File: src/rtl/s2p_pkg.sv
// Shared types, line constants and width helper for the framed serial receiver.
package s2p_pkg;

  typedef enum logic [1:0] {
    IDLE   = 2'd0,
    DATA   = 2'd1,
    PARITY = 2'd2,
    STOP   = 2'd3
  } rx_state_t;

  localparam logic IDLE_LINE = 1'b1;
  localparam logic START_BIT = 1'b0;

  // Ceiling log2; the loop has a fixed bound so it also elaborates as a constant.
  function automatic int clog2(input int n);
    int r;
    r = 0;
    for (int i = 0; i < 31; i++) begin
      if ((1 << i) < n) r = i + 1;
    end
    return r;
  endfunction

endpackage

File: src/rtl/s2p_rx_frame_if.sv
// Output word handshake between the receiver (master) and the consumer (slave).
interface s2p_rx_frame_if #(
  parameter int DATA_W = 8
);
  logic [DATA_W-1:0] out_data;
  logic              out_valid;
  logic              out_ready;

  modport master (output out_data, output out_valid, input out_ready);
  modport slave  (input out_data, input out_valid, output out_ready);
endinterface

File: src/rtl/s2p_fifo.sv
// Synchronous FIFO with wrap-bit pointers; a push into a full FIFO is taken when a pop happens in the same cycle.
module s2p_fifo
  import s2p_pkg::*;
#(
  parameter int WIDTH = 8,
  parameter int DEPTH = 4
) (
  input  logic             clk,
  input  logic             reset,
  input  logic             push,
  input  logic [WIDTH-1:0] din,
  input  logic             pop,
  output logic             full,
  output logic             empty,
  output logic [WIDTH-1:0] head
);

  localparam int AW = clog2(DEPTH);

  logic [WIDTH-1:0] mem [DEPTH];
  logic [AW:0]      wr_ptr, rd_ptr;
  logic             do_push, do_pop;

  assign empty   = (wr_ptr == rd_ptr);
  assign full    = (wr_ptr[AW] != rd_ptr[AW]) && (wr_ptr[AW-1:0] == rd_ptr[AW-1:0]);
  assign do_pop  = pop && !empty;
  assign do_push = push && (!full || do_pop);
  assign head    = mem[rd_ptr[AW-1:0]];

  always_ff @(posedge clk) begin
    if (reset) begin
      wr_ptr <= '0;
      rd_ptr <= '0;
    end else begin
      if (do_push) wr_ptr <= wr_ptr + 1'b1;
      if (do_pop)  rd_ptr <= rd_ptr + 1'b1;
    end
  end

  // NOTE: storage is not reset; validity is tracked by the pointers alone.
  always_ff @(posedge clk) begin
    if (do_push) mem[wr_ptr[AW-1:0]] <= din;
  end

endmodule

File: src/rtl/s2p_rx_frame.sv
// Framed serial-to-parallel receiver: start bit, MSB-first data, optional even parity, stop bit.
// Define S2P_PARITY_EN to add the parity bit and its check.
module s2p_rx_frame
  import s2p_pkg::*;
#(
  parameter int DATA_W = 8,
  parameter int DEPTH  = 4
) (
  input  logic                  clk,
  input  logic                  reset,
  input  logic                  bit_tick,
  input  logic                  rx_en,
  input  logic                  s_in,
  input  logic                  ovf_clr,
  output logic                  frame_err,
  output logic                  overflow,
  s2p_rx_frame_if.master        rx_out
);

  localparam int              CNT_W = clog2(DATA_W + 1);
  localparam logic [CNT_W-1:0] LAST = CNT_W'(DATA_W - 1);

  rx_state_t         state_q, state_d;
  logic [CNT_W-1:0]  cnt_q, cnt_d;
  logic [DATA_W-1:0] shift_q, shift_d;
  logic              push, err_d, pop, ovf_set;
  logic              fifo_full, fifo_empty;
  logic [DATA_W-1:0] fifo_head;
`ifdef S2P_PARITY_EN
  logic              par_bad_q, par_bad_d;
`endif

  // NOTE: every comb output gets a default first so no path leaves it unassigned (no latches).
  always_comb begin
    state_d = state_q;
    cnt_d   = cnt_q;
    shift_d = shift_q;
    push    = 1'b0;
    err_d   = 1'b0;
`ifdef S2P_PARITY_EN
    par_bad_d = par_bad_q;
`endif
    if (!rx_en) begin
      state_d = IDLE;
      cnt_d   = '0;
    end else if (bit_tick) begin
      case (state_q)
        IDLE: begin
          if (s_in == START_BIT) begin
            state_d = DATA;
            cnt_d   = '0;
          end
        end
        DATA: begin
          shift_d = DATA_W'({shift_q, s_in});
          cnt_d   = cnt_q + CNT_W'(1);
          if (cnt_q == LAST) begin
            cnt_d = '0;
`ifdef S2P_PARITY_EN
            state_d = PARITY;
`else
            state_d = STOP;
`endif
          end
        end
`ifdef S2P_PARITY_EN
        PARITY: begin
          par_bad_d = (s_in != ^shift_q);
          state_d   = STOP;
        end
`endif
        STOP: begin
`ifdef S2P_PARITY_EN
          push = (s_in == IDLE_LINE) && !par_bad_q;
`else
          push = (s_in == IDLE_LINE);
`endif
          err_d   = !push;
          state_d = IDLE;
        end
        default: state_d = IDLE;
      endcase
    end
  end

  assign pop     = rx_out.out_valid && rx_out.out_ready;
  assign ovf_set = push && fifo_full && !pop;

  // NOTE: sequential state uses non-blocking assignments so all registers update together.
  always_ff @(posedge clk) begin
    if (reset) begin
      state_q   <= IDLE;
      cnt_q     <= '0;
      shift_q   <= '0;
      frame_err <= 1'b0;
      overflow  <= 1'b0;
`ifdef S2P_PARITY_EN
      par_bad_q <= 1'b0;
`endif
    end else begin
      state_q   <= state_d;
      cnt_q     <= cnt_d;
      shift_q   <= shift_d;
      frame_err <= err_d;
      overflow  <= ovf_set || (overflow && !ovf_clr);
`ifdef S2P_PARITY_EN
      par_bad_q <= par_bad_d;
`endif
    end
  end

  s2p_fifo #(
    .WIDTH (DATA_W),
    .DEPTH (DEPTH)
  ) u_fifo (
    .clk   (clk),
    .reset (reset),
    .push  (push),
    .din   (shift_q),
    .pop   (pop),
    .full  (fifo_full),
    .empty (fifo_empty),
    .head  (fifo_head)
  );

  assign rx_out.out_valid = !fifo_empty;
  assign rx_out.out_data  = fifo_empty ? '1 : fifo_head;

endmodule

File: src/flat_wrapper.sv
// flat-port wrapper written by rule: the top's interface ports become plain ports
module s2p_rx_frame_flat import s2p_pkg::*;
#(
  parameter int DATA_W = 8,
  parameter int DEPTH  = 4
)
  (clk, reset, bit_tick, rx_en, s_in, ovf_clr, frame_err, overflow, rx_out_out_data, rx_out_out_valid, rx_out_out_ready);
  s2p_rx_frame_if #(.DATA_W(DATA_W)) rx_out_i ();
  input  logic clk;
  input  logic reset;
  input  logic bit_tick;
  input  logic rx_en;
  input  logic s_in;
  input  logic ovf_clr;
  output logic frame_err;
  output logic overflow;
  output wire logic [$bits(rx_out_i.out_data)-1:0] rx_out_out_data;
  output wire logic [$bits(rx_out_i.out_valid)-1:0] rx_out_out_valid;
  input wire logic [$bits(rx_out_i.out_ready)-1:0] rx_out_out_ready;
  assign rx_out_out_data = rx_out_i.out_data;
  assign rx_out_out_valid = rx_out_i.out_valid;
  assign rx_out_i.out_ready = rx_out_out_ready;
  s2p_rx_frame #(.DATA_W(DATA_W), .DEPTH(DEPTH)) u_core (.clk(clk), .reset(reset), .bit_tick(bit_tick), .rx_en(rx_en), .s_in(s_in), .ovf_clr(ovf_clr), .frame_err(frame_err), .overflow(overflow), .rx_out(rx_out_i));
endmodule
File: config.mk
export PLATFORM = sky130hd
export DESIGN_NAME = s2p_rx_frame_flat
export DESIGN_NICKNAME = d
export VERILOG_FILES = /design/src/rtl/s2p_pkg.sv /design/src/rtl/s2p_rx_frame_if.sv /design/src/rtl/s2p_fifo.sv /design/src/rtl/s2p_rx_frame.sv /design/src/flat_wrapper.sv
export SDC_FILE = /design/constraint.sdc
export NUM_CORES = 1
export LEC_CHECK = 0
export BUFFER_PORTS_ARGS = -buffer_cell sky130_fd_sc_hd__buf_2
export CAP_MARGIN = 5
export CORE_AREA = 2 2 66 68
export CTS_CLUSTER_SIZE = 10
export DETAILED_ROUTE_END_ITERATION = 7
export DIE_AREA = 0 0 68 70
export HOLD_SLACK_MARGIN = 0.08
export PLACE_DENSITY = 0.81
export SLEW_MARGIN = 40
export SYNTH_ARGS = -nofsm -noshare
export SYNTH_HDL_FRONTEND = slang
export SYNTH_SLANG_ARGS = --single-unit
File: constraint.sdc
create_clock -name clk -period 3.8 [get_ports clk]
set_clock_uncertainty 0.1 [all_clocks]
set_input_delay 0.19 -clock clk [delete_from_list [all_inputs] [get_ports clk]]
set_output_delay 0.19 -clock clk [all_outputs]
set_load 0.03 [all_outputs]
==> impl_metrics.csv <==
group,metric,value,unit
synthesis,ys_types,38,
final_layout,nNetsFinal,210,
setup_path,crit_type,"reg -> out",
setup_path,reg2reg_depth,4,
floorplan,initial_utilization,56.3,%
global_route,grt_pass1_vias,1401,
final_layout,multi_input_area,853,sq um
pwr,p_seq_share,64.5,%
synthesis,postSynthAreaPerCell,13.3,sq um
clock_tree,cts_tree,"built",
clock_tree,cts-root-buf,"clkbuf_8",
final_layout,final_common_cell,"edfxtp_1",
global_route,grt_pass1_wl,6840,um
final_layout,antenna-diode-count,0,
floorplan,die_h,70,um
synthesis,yosys_warnings,0,
synthesis,synth_flop_cell,"edfxtp_1",
timing,slew_headroom,47.6,%
route,drc_errors,0,
placed_design,hpwl,2760,um
pwr,pwr-share-comb,1.9,%
synthesis,yosys.area_share.simple,15.8,%
synthesis,ys_ff_latch,56,
placed_design,port_buffers,17,
clock_tree,cts_resized,0,
clock_tree,cts_setup_buffers,0,
pwr,p_per_area,380,nW/um^2
synthesis,synth_area_leaders,"edfxtp_1 (41%), dfxtp_1 (21%), mux4_2 (7.7%)",
timing,hold-worst-slack,0.152,ns
synthesis,yosys.area_share.adder,3.22,%
final_layout,seq_area,1440,sq um
timing,maxSlewViolCount,0,
setup_path,critPathCaptureType,"primary output",
timing,setup_viol,0,
clock_tree,htreeDepth,2,
route,routed_wirelength,4040,um
global_route,antenna_found_initial,0,
route,drt_pass1_iterations,4,
timing,timing.final.crit_share,60.3,%
route,wl_per_cell,16.2,um
floorplan,pin_count,18,
synthesis,synth_edf_count,32,
final_layout,final_cell_mix,"edfxtp_1 (32), dfxtp_1 (24), nand2_1 (20)",
pwr,p_leak,0.872,nW
route,drtIter0Drc,91,
synthesis,seq_area_frac_synth,61.8,%
synthesis,synth_compound_area_share,4.93,%
floorplan,fp.coreArea,4140,sq um
synthesis,synthXorXnorAreaFrac,2.52,%
timing,final_hold_viol_count,0,
floorplan,num_rows,24,
synthesis,synth_top_area_cell,"edfxtp_1",
pwr,power.internal,790,uW
run,maxCapViolations,0,
route,ant_nets,0,
run_status,status,"completed",
global_route,grt_use_total,20.0,%
clock_tree,cts.sinks,56,
synthesis,synth_top_area_share,41.2,%
route,vias,1365,
timing,fmax,0.436,GHz
pwr,p_sw,193,uW
synthesis,synthArstFlopShare,0,%
synthesis,synth_top_family_by_area,"simple AND/OR/NAND/NOR gates",
final_layout,fillers,337,
clock_tree,clk_pin_slew_worst_paths,0.09,ns
setup_path,crit_required,3.51,ns
synthesis,synth_fp_nets,189,
pwr,clkPwrFrac,33.6,%
synthesis,syn_inst,176,
min_path,hold_class,"in -> reg",
floorplan,die_w,68,um
synthesis,synth_area,2330,sq um
pwr,switching_share,19.7,%
synthesis,yosys-mux-area-fraction,9.87,%
timing,post-route-min-period,2.29,ns
clock_tree,cts_buffer_depth,2,
final_layout,drive_gt1_share,24.2,%
clock_tree,cts_made_buffers,5,
timing,rsz0062_at_grt,"false",
timing,worst_slew_pin_slew,0.783,ns
floorplan,dieArea,4760,sq um
global_route,gr-total-overflow,0,
global_route,grt_max_degree,21,
placed_design,place_congestion,0.751,
setup_path,cp.arrival,2.00,ns
final_layout,area_growth,10.9,%
setup_path,start_kind,"flip-flop",
min_path,holdPathStages,4,
clock_tree,clk_latency,0.31,ns
setup_path,cp_max_fo,8,
route,routed_via_density,5.46,
timing,finalSetupTns,0,ns
pwr,vdd_ir_drop_max,0.270,mV
cells in the mapped netlist (2+ instances only):
| library cell | instances |
|---|---|
| edfxtp_1 | 32 |
| dfxtp_1 | 24 |
| nand2_1 | 20 |
| a21oi_1 | 12 |
| nor2_1 | 9 |
| mux4_2 | 8 |
| or2_2 | 8 |
| ha_1 | 6 |
| nand2b_1 | 6 |
| inv_1 | 5 |
| nand3_1 | 5 |
| and2_1 | 3 |
| and3_1 | 3 |
| clkbuf_1 | 3 |
| nor2b_1 | 3 |
| xor2_1 | 3 |
| buf_2 | 2 |
| mux2_4 | 2 |
| mux2i_1 | 2 |
| xor2_2 | 2 |
state kept, by name, indices dropped and copies added, names as in the netlist, named ones only:
| signal | count |
|---|---|
| u_core.cnt_q | 4 |
| u_core.shift_q | 8 |
| u_core.overflow | 1 |
| u_core.u_fifo.wr_ptr | 3 |
| u_core.frame_err | 1 |
| u_core.state_q | 2 |
| u_core.u_fifo.mem | 32 |
| u_core.u_fifo.rd_ptr | 3 |
final cells by class:
type,instances,share of cell area (%)
Clock inverter,1,0.338
Timing Repair Buffer,20,4.45
Tap cell,52,2.51
Inverter,5,0.725
Clock buffer,7,3.33
Multi-Input combinational cell,109,33.0
Sequential cell,56,55.7
stage by stage:
| step | setup slack [ns] | instance area, sq um | util [%] | power, mW | instances |
|---|---|---|---|---|---|
| after floorplan | 1.94 | 2330 | - | 0.658 | 176 |
| after global placement | 1.64 | 2460 | 59.3 | 0.664 | 239 |
| after detailed placement | 1.63 | 2460 | 59.3 | 0.665 | 239 |
| after CTS | 1.33 | 2580 | 62.3 | 0.987 | 250 |
| after global routing | 1.38 | 2590 | 62.5 | 1.02 | 250 |
| final | 1.51 | 2590 | 62.5 | 0.984 | 250 |
final timing paths:
path	startpoint	slack [ns]	end
hold / removal	rx_out_out_ready	0.15	u_core.overflow
setup / recovery	flip-flop	1.51	rx_out_out_data[0]
hold reg to reg	u_core.overflow	0.39	u_core.overflow
setup reg to reg	u_core.u_fifo.wr_ptr[1]	1.58	u_core.u_fifo.wr_ptr[2]
what timing repair did:
item / CTS / global route
hold buffers: 3 / 0
setup endpoints to repair: 0 / 0
hold endpoints to repair: 4 / 0
logic make-up after synthesis:
family                   Yosys count
AO/OA/AOI/OAI                     19
XOR/XNOR                           5
adder cells (fa/ha/maj)            6
buffers and inverters             11
flip-flops                        56
multiplexers                      12
AND/OR/NAND/NOR                   67
metal layers:
metal	vias to the layer above	GRT usage, %	routed length (um)
met3	4	4.67	152
met1	669	24.1	1610
met4	0	6.89	48
li1	666	-	-
met2	26	34.3	2230
met5	-	0	0
power by group through the flow:
stage,Sequential (mW),Combinational [mW],Clock (mW)
after global placement,0.648,0.0155,0
after floorplan,0.648,0.0102,0
after CTS,0.634,0.0189,0.334
after global routing,0.635,0.0212,0.361
after detailed placement,0.648,0.0163,0
final,0.634,0.0189,0.331
worst max-delay path, stage by stage (launching register included):
cell and delay (ns):
dfxtp_1 0.66, mux4_2 0.58, or2_2 0.28, buf_2 0.18
Note: power is estimated with default switching activity, not from simulation.
